### config.mk
export PLATFORM = sky130hd
export DESIGN_NAME = user_tx_packet_arbiter_flat
export DESIGN_NICKNAME = d
export VERILOG_FILES = /design/src/rtl/user_tx_packet_arbiter_if.sv /design/src/rtl/user_tx_packet_arbiter.sv /design/src/flat_wrapper.sv
export SDC_FILE = /design/constraint.sdc
export NUM_CORES = 1
export LEC_CHECK = 0
export BUFFER_PORTS_ARGS = -buffer_cell sky130_fd_sc_hd__buf_4
export CELL_PAD_IN_SITES_DETAIL_PLACEMENT = 1
export CELL_PAD_IN_SITES_GLOBAL_PLACEMENT = 2
export CORE_AREA = 2 2 523 525
export DETAILED_ROUTE_END_ITERATION = 7
export DIE_AREA = 0 0 525 527
export HOLD_SLACK_MARGIN = 0.05
export PLACE_DENSITY_LB_ADDON = 0.1
export SYNTH_ARGS = -nofsm -noshare
export SYNTH_HDL_FRONTEND = slang
export SYNTH_SLANG_ARGS = --single-unit
### constraint.sdc
create_clock -name clk -period 4.8 [get_ports clk]
set_input_delay 0 -clock clk [delete_from_list [all_inputs] [get_ports clk]]
set_output_delay 0 -clock clk [all_outputs]
set_load 0.05 [all_outputs]
### src/rtl/user_tx_packet_arbiter_if.sv
// Bundle of user-side and layer-side TX stream signals around the packet arbiter.
// Handshake: a word moves when valid and ready are both high in the same cycle; a source holds data/valid/last stable until ready.
interface user_tx_packet_arbiter_if #(
  parameter int NUM_USERS = 4,
  parameter int DATA_W    = 256
);
  localparam int UID_W = (NUM_USERS > 1) ? $clog2(NUM_USERS) : 1;

  logic [NUM_USERS*DATA_W-1:0] users_tx_data;
  logic [NUM_USERS-1:0]        users_tx_valid;
  logic [NUM_USERS-1:0]        users_tx_last;
  logic [NUM_USERS-1:0]        users_tx_ready;
  logic [DATA_W-1:0]           layer_tx_data;
  logic                        layer_tx_valid;
  logic                        layer_tx_last;
  logic [UID_W-1:0]            layer_tx_user;
  logic                        controller_packet;
  logic                        layer_tx_ready;

  modport master (
    input  users_tx_data, users_tx_valid, users_tx_last, layer_tx_ready,
    output users_tx_ready, layer_tx_data, layer_tx_valid, layer_tx_last,
           layer_tx_user, controller_packet
  );

  modport slave (
    output users_tx_data, users_tx_valid, users_tx_last, layer_tx_ready,
    input  users_tx_ready, layer_tx_data, layer_tx_valid, layer_tx_last,
           layer_tx_user, controller_packet
  );
endinterface

### src/rtl/user_tx_packet_arbiter.sv
// Packet-granular round-robin arbiter sharing one TX channel among NUM_USERS sources,
// with max-length truncation, sticky per-user length errors and a beat counter.
module user_tx_packet_arbiter #(
  parameter int NUM_USERS = 4,
  parameter int DATA_W    = 256,
  parameter int MAX_LINES = 64,
  parameter int CTRL_USER = 0
) (
  input  logic                   clk,
  input  logic                   rst,
  user_tx_packet_arbiter_if.master bus,
  output logic [NUM_USERS-1:0]   user_len_error,
  output logic [19:0]            user_tx_lines,
  output logic [1:0]             fsm_state
);
  localparam int UID_W = (NUM_USERS > 1) ? $clog2(NUM_USERS) : 1;
  localparam int CNT_W = $clog2(MAX_LINES + 1);

  localparam logic [1:0] ST_IDLE  = 2'd0;
  localparam logic [1:0] ST_BUSY  = 2'd1;
  localparam logic [1:0] ST_DRAIN = 2'd2;

  logic [1:0]           state;
  logic [UID_W-1:0]     grant;
  logic [UID_W-1:0]     last_grant;
  logic [CNT_W-1:0]     beat_cnt;

  logic                 g_valid;
  logic                 g_last;
  logic                 at_max;
  logic                 xfer;
  logic                 drop;
  logic [NUM_USERS-1:0] other_req;
  logic [UID_W-1:0]     idle_winner;
  logic [UID_W-1:0]     busy_winner;

  function automatic logic [UID_W-1:0] next_uid(input logic [UID_W-1:0] u);
    return (u == UID_W'(NUM_USERS - 1)) ? '0 : u + UID_W'(1);
  endfunction

  // First set bit of req, scanning upward from start with wrap.
  function automatic logic [UID_W-1:0] pick(input logic [NUM_USERS-1:0] req,
                                            input logic [UID_W-1:0]     start);
    logic [UID_W-1:0] idx;
    logic [UID_W-1:0] res;
    logic             found;
    idx   = start;
    res   = start;
    found = 1'b0;
    for (int i = 0; i < NUM_USERS; i++) begin
      if (!found && req[idx]) begin
        res   = idx;
        found = 1'b1;
      end
      idx = next_uid(idx);
    end
    return res;
  endfunction

  always_comb begin
    g_valid     = bus.users_tx_valid[grant];
    g_last      = bus.users_tx_last[grant];
    at_max      = (beat_cnt == CNT_W'(MAX_LINES - 1));
    other_req   = bus.users_tx_valid;
    other_req[grant] = 1'b0;
    idle_winner = pick(bus.users_tx_valid, next_uid(last_grant));
    busy_winner = pick(other_req, next_uid(grant));
    xfer        = (state == ST_BUSY) && g_valid && bus.layer_tx_ready;
    drop        = (state == ST_DRAIN) && g_valid;

    bus.users_tx_ready    = '0;
    bus.layer_tx_data     = '0;
    bus.layer_tx_valid    = 1'b0;
    bus.layer_tx_last     = 1'b0;
    bus.controller_packet = 1'b0;
    bus.layer_tx_user     = grant;

    case (state)
      ST_BUSY: begin
        bus.layer_tx_data     = bus.users_tx_data[grant*DATA_W +: DATA_W];
        bus.layer_tx_valid    = g_valid;
        bus.layer_tx_last     = g_last | at_max;
        bus.users_tx_ready[grant] = bus.layer_tx_ready;
        bus.controller_packet = g_valid && (grant == UID_W'(CTRL_USER));
      end
      ST_DRAIN: begin
        bus.users_tx_ready[grant] = 1'b1;
      end
      default: ;
    endcase
  end

  always_ff @(posedge clk) begin
    if (rst) begin
      state          <= ST_IDLE;
      grant          <= '0;
      last_grant     <= UID_W'(NUM_USERS - 1);
      beat_cnt       <= '0;
      user_len_error <= '0;
      user_tx_lines  <= '0;
    end else begin
      if (xfer) user_tx_lines <= user_tx_lines + 20'd1;
      case (state)
        ST_IDLE: begin
          if (|bus.users_tx_valid) begin
            grant    <= idle_winner;
            state    <= ST_BUSY;
            beat_cnt <= '0;
          end
        end
        ST_BUSY: begin
          if (xfer) begin
            if (g_last) begin
              last_grant <= grant;
              beat_cnt   <= '0;
              // Zero-bubble handover when someone else is waiting.
              if (|other_req) grant <= busy_winner;
              else            state <= ST_IDLE;
            end else if (at_max) begin
              user_len_error[grant] <= 1'b1;
              state                 <= ST_DRAIN;
            end else begin
              beat_cnt <= beat_cnt + CNT_W'(1);
            end
          end
        end
        ST_DRAIN: begin
          if (drop && g_last) begin
            last_grant <= grant;
            beat_cnt   <= '0;
            state      <= ST_IDLE;
          end
        end
        default: state <= ST_IDLE;
      endcase
    end
  end

  assign fsm_state = state;
endmodule
### src/flat_wrapper.sv
// flat-port wrapper written by rule: the top's interface ports become plain ports
module user_tx_packet_arbiter_flat 
#(
  parameter int NUM_USERS = 4,
  parameter int DATA_W    = 256,
  parameter int MAX_LINES = 64,
  parameter int CTRL_USER = 0
)
  (clk, rst, user_len_error, user_tx_lines, fsm_state, bus_users_tx_data, bus_users_tx_valid, bus_users_tx_last, bus_layer_tx_ready, bus_users_tx_ready, bus_layer_tx_data, bus_layer_tx_valid, bus_layer_tx_last, bus_layer_tx_user, bus_controller_packet);
  user_tx_packet_arbiter_if #(.NUM_USERS(NUM_USERS), .DATA_W(DATA_W)) bus_i ();
  input  logic clk;
  input  logic rst;
  output logic [NUM_USERS-1:0] user_len_error;
  output logic [19:0] user_tx_lines;
  output logic [1:0] fsm_state;
  input wire logic [$bits(bus_i.users_tx_data)-1:0] bus_users_tx_data;
  input wire logic [$bits(bus_i.users_tx_valid)-1:0] bus_users_tx_valid;
  input wire logic [$bits(bus_i.users_tx_last)-1:0] bus_users_tx_last;
  input wire logic [$bits(bus_i.layer_tx_ready)-1:0] bus_layer_tx_ready;
  output wire logic [$bits(bus_i.users_tx_ready)-1:0] bus_users_tx_ready;
  output wire logic [$bits(bus_i.layer_tx_data)-1:0] bus_layer_tx_data;
  output wire logic [$bits(bus_i.layer_tx_valid)-1:0] bus_layer_tx_valid;
  output wire logic [$bits(bus_i.layer_tx_last)-1:0] bus_layer_tx_last;
  output wire logic [$bits(bus_i.layer_tx_user)-1:0] bus_layer_tx_user;
  output wire logic [$bits(bus_i.controller_packet)-1:0] bus_controller_packet;
  assign bus_i.users_tx_data = bus_users_tx_data;
  assign bus_i.users_tx_valid = bus_users_tx_valid;
  assign bus_i.users_tx_last = bus_users_tx_last;
  assign bus_i.layer_tx_ready = bus_layer_tx_ready;
  assign bus_users_tx_ready = bus_i.users_tx_ready;
  assign bus_layer_tx_data = bus_i.layer_tx_data;
  assign bus_layer_tx_valid = bus_i.layer_tx_valid;
  assign bus_layer_tx_last = bus_i.layer_tx_last;
  assign bus_layer_tx_user = bus_i.layer_tx_user;
  assign bus_controller_packet = bus_i.controller_packet;
  user_tx_packet_arbiter #(.NUM_USERS(NUM_USERS), .DATA_W(DATA_W), .MAX_LINES(MAX_LINES), .CTRL_USER(CTRL_USER)) u_core (.clk(clk), .rst(rst), .bus(bus_i), .user_len_error(user_len_error), .user_tx_lines(user_tx_lines), .fsm_state(fsm_state));
endmodule
==> results.cfg <==
[status]
status = finished clean

[synth]
syn_nets = 1908
synthCells = 862
synthFlopType = dfxtp_1
synth.avg_cell_area_sq_um = 11.43
async_flop_share_pct = 0
ys_ff_latch = 37
synth-edff-count = 0
synth_cell_type_count = 48
yosys_warnings = 0
seq_area_frac_synth_pct = 7.518
synthesis.area_sq_um = 9852

[min_path]
hp-class = input pin to register
hold_path_depth = 2
hold_path_end = u_core.user_tx_lines[7]
hp-start = rst

[power_and_ir_drop]
swShare_pct = 60.54
power_frac_comb_pct = 91.5
p_switching_uw = 6350
p_seq_share_pct = 4.8
p_per_area_nw_per_um2 = 429.9
power.leakage_uw = 0.009572
p_total_uw = 10490
irDropWorstVdd_mv = 0.3478
clkPwrFrac_pct = 3.7
p_int_uw = 4140

[setup_path]
worst_r2r_startpoint = u_core.bus.layer_tx_user[0]
cp-end-kind = primary output
startpoint_type = register
r2r_end = u_core.user_len_error[3]
required_ps = 4800
timing.reg2reg.setup_slack_ps = 1920
reg2reg_depth = 5
cp_data_arrival_time_ps = 3060
worstSetupPathType = register to primary output
path_max_fanout = 44

[clocking]
cts_root_buf = clkbuf_16
path_clk_slew_ps = 60
numCtsBuffers = 5
post_cts_resized = 0
clk_latency_ps = 300
holdBufCountCts = 0
cts_tree = done
post_cts_buffers = 0
ctsLongestPathBuffers = 2
h-tree-depth = 2
cts_sinks = 37

[global_routing]
overflow = 0
grt_pass1_wl_microns = 233700
grt_usage_pct = 13.45
grt_pass1_vias = 15979
grt_max_degree = 148
antenna_found_initial = 264

[layout]
fin_util_pct = 8.981
synthToLayoutAreaGrowth_pct = 147.7
drive_gt1_share_pct = 76.25
fin_nets = 3160

[placed_design]
gp_congestion = 0.9451
place_hpwl_microns = 179200
numPortBuffers = 1325

[timing]
layout_min_cycle_time_ps = 3059
worst_clock_skew_ps = 5.290
setup_tns_ps = 0
tightest_slew_ps = 1030
post-route-period-util_pct = 63.72
clock.fmax_mhz = 327.0
slew_headroom_pct = 31.36
rsz0062_at_grt = false
slew_viol_final = 0
finalSetupViolCount = 0
final-hold-violation-count = 0

[floorplan]
fp-row-count = 192
dieWidth_microns = 525
die_h_microns = 527
initial_core_util_pct = 3.626
fp.dieArea_sq_um = 276700
pin_count = 1326
coreArea_sq_um = 271700

[route]
wl_per_cell_microns = 33.82
drc = 0
detail-route-antenna-nets = 0
firstDrtPassIters = 4
vias_per_cell = 2.648
first_iter_violations = 772
drt_wl_total_microns = 194100
vias = 15204

[job]
maxCapViolations = 0
==> cells in the final DEF, fill, tap and decap left out, types with 9 or more instances in the layout <==
cell type,Yosys,routed
buf_4,1,1333
and2_1,264,264
mux4_2,258,258
diode_2,0,38
dfxtp_1,37,35
nor2_1,34,34
a21oi_1,21,21
nand2_1,13,13
o21ai_0,13,13
nand3_1,10,10
nand4_1,10,10
ha_1,11,10
inv_1,9,9
xnor2_1,9,9
==> Yosys cell counts, drive strengths merged, types with 9 or more instances <==
cell type	number	share of area (%)
a21oi	21	1.1
and2	264	17
buf	38	1.5
clkbuf	57	2.2
dfxtp	37	7.5
ha	11	1.4
inv	9	0.34
mux4	258	59
nand2	13	0.50
nand3	10	0.51
nand4	10	0.64
nor2	34	1.3
o21ai	13	0.66
xnor2	9	0.80
==> cell type report <==
cell class              count  area (sq um)
clock buffers               5         125.1
clock inverters             2         35.03
fillers                 32069        247300
flip-flops and latches     37         748.2
repair buffers           1340         10150
multi-input cells         720          8722
well taps                3589          4491
diodes                     38         95.09
inverters                  10         37.54
==> metrics by stage <==
stage / instance area, sq um / hold WS (ps) / instances / worst slack, ps
3_5_place_dp: 24150 / 450.4 / 5696 / 1808
5_1_grt: 24320 / 155.7 / 5707 / 1503
6_report: 24400 / 132.8 / 5741 / 1741
3_3_place_gp: 24150 / 449.6 / 5696 / 1751
2_1_floorplan: 9852 / 158.1 / 862 / 1626
4_1_cts: 24310 / 124.6 / 5703 / 1572
==> power groups by stage <==
stage	Clock, uW	Combinational [uW]	Sequential [uW]
4_1_cts	407	9880	519
3_5_place_dp	0	9830	525
5_1_grt	420	10100	524
6_report	388	9600	501
2_1_floorplan	0	5870	407
3_3_place_gp	0	9860	518
==> routing by layer <==
metal	share of wire [%]	track usage [%]
met2	49	23.60
met3	14	8.147
met1	36	14.23
met4	1.0	0.8474
met5	0.44	0
==> registers in the layout, indices dropped and copies added, names as in the netlist <==
register / count
u_core.beat_cnt: 7
u_core.bus.layer_tx_user: 2
u_core.fsm_state: 2
u_core.last_grant: 2
u_core.user_len_error: 4
u_core.user_tx_lines: 20
==> worst max-delay path, cell delays in order (launching register included) <==
cell	delay, ps
dfxtp_4	800
buf_12	380
buf_4	470
mux4_2	510
and2_1	220
buf_4	190
==> cell families after synthesis <==
logic type,count (synthesis),synth area share [%]
and+or+nand+nor,377,22.77
adders and majority gates,11,1.397
DFF,37,7.518
muxes,258,58.98
AOI/OAI and AO/OA,57,3.747
buffers and inverters,105,4.077
xor gates and xnor gates,17,1.511
==> worst max-delay path by stage <==
stage / endpoint / slack [ps] / from / cells past startpoint
floorplan: u_core.bus.layer_tx_user[1] / 1630 / u_core.bus.layer_tx_user[0] / 10
detailed placement: u_core.user_len_error[0] / 1810 / u_core.bus.layer_tx_user[0] / 5
global placement: u_core.beat_cnt[5] / 1750 / u_core.bus.layer_tx_user[0] / 5
CTS: bus_layer_tx_data[121] / 1570 / u_core.bus.layer_tx_user[0] / 4
global route: bus_layer_tx_data[121] / 1500 / u_core.bus.layer_tx_user[0] / 4
finish: bus_layer_tx_data[198] / 1740 / u_core.bus.layer_tx_user[1] / 5
No activity file was read; power rests on OpenSTA's default activity.
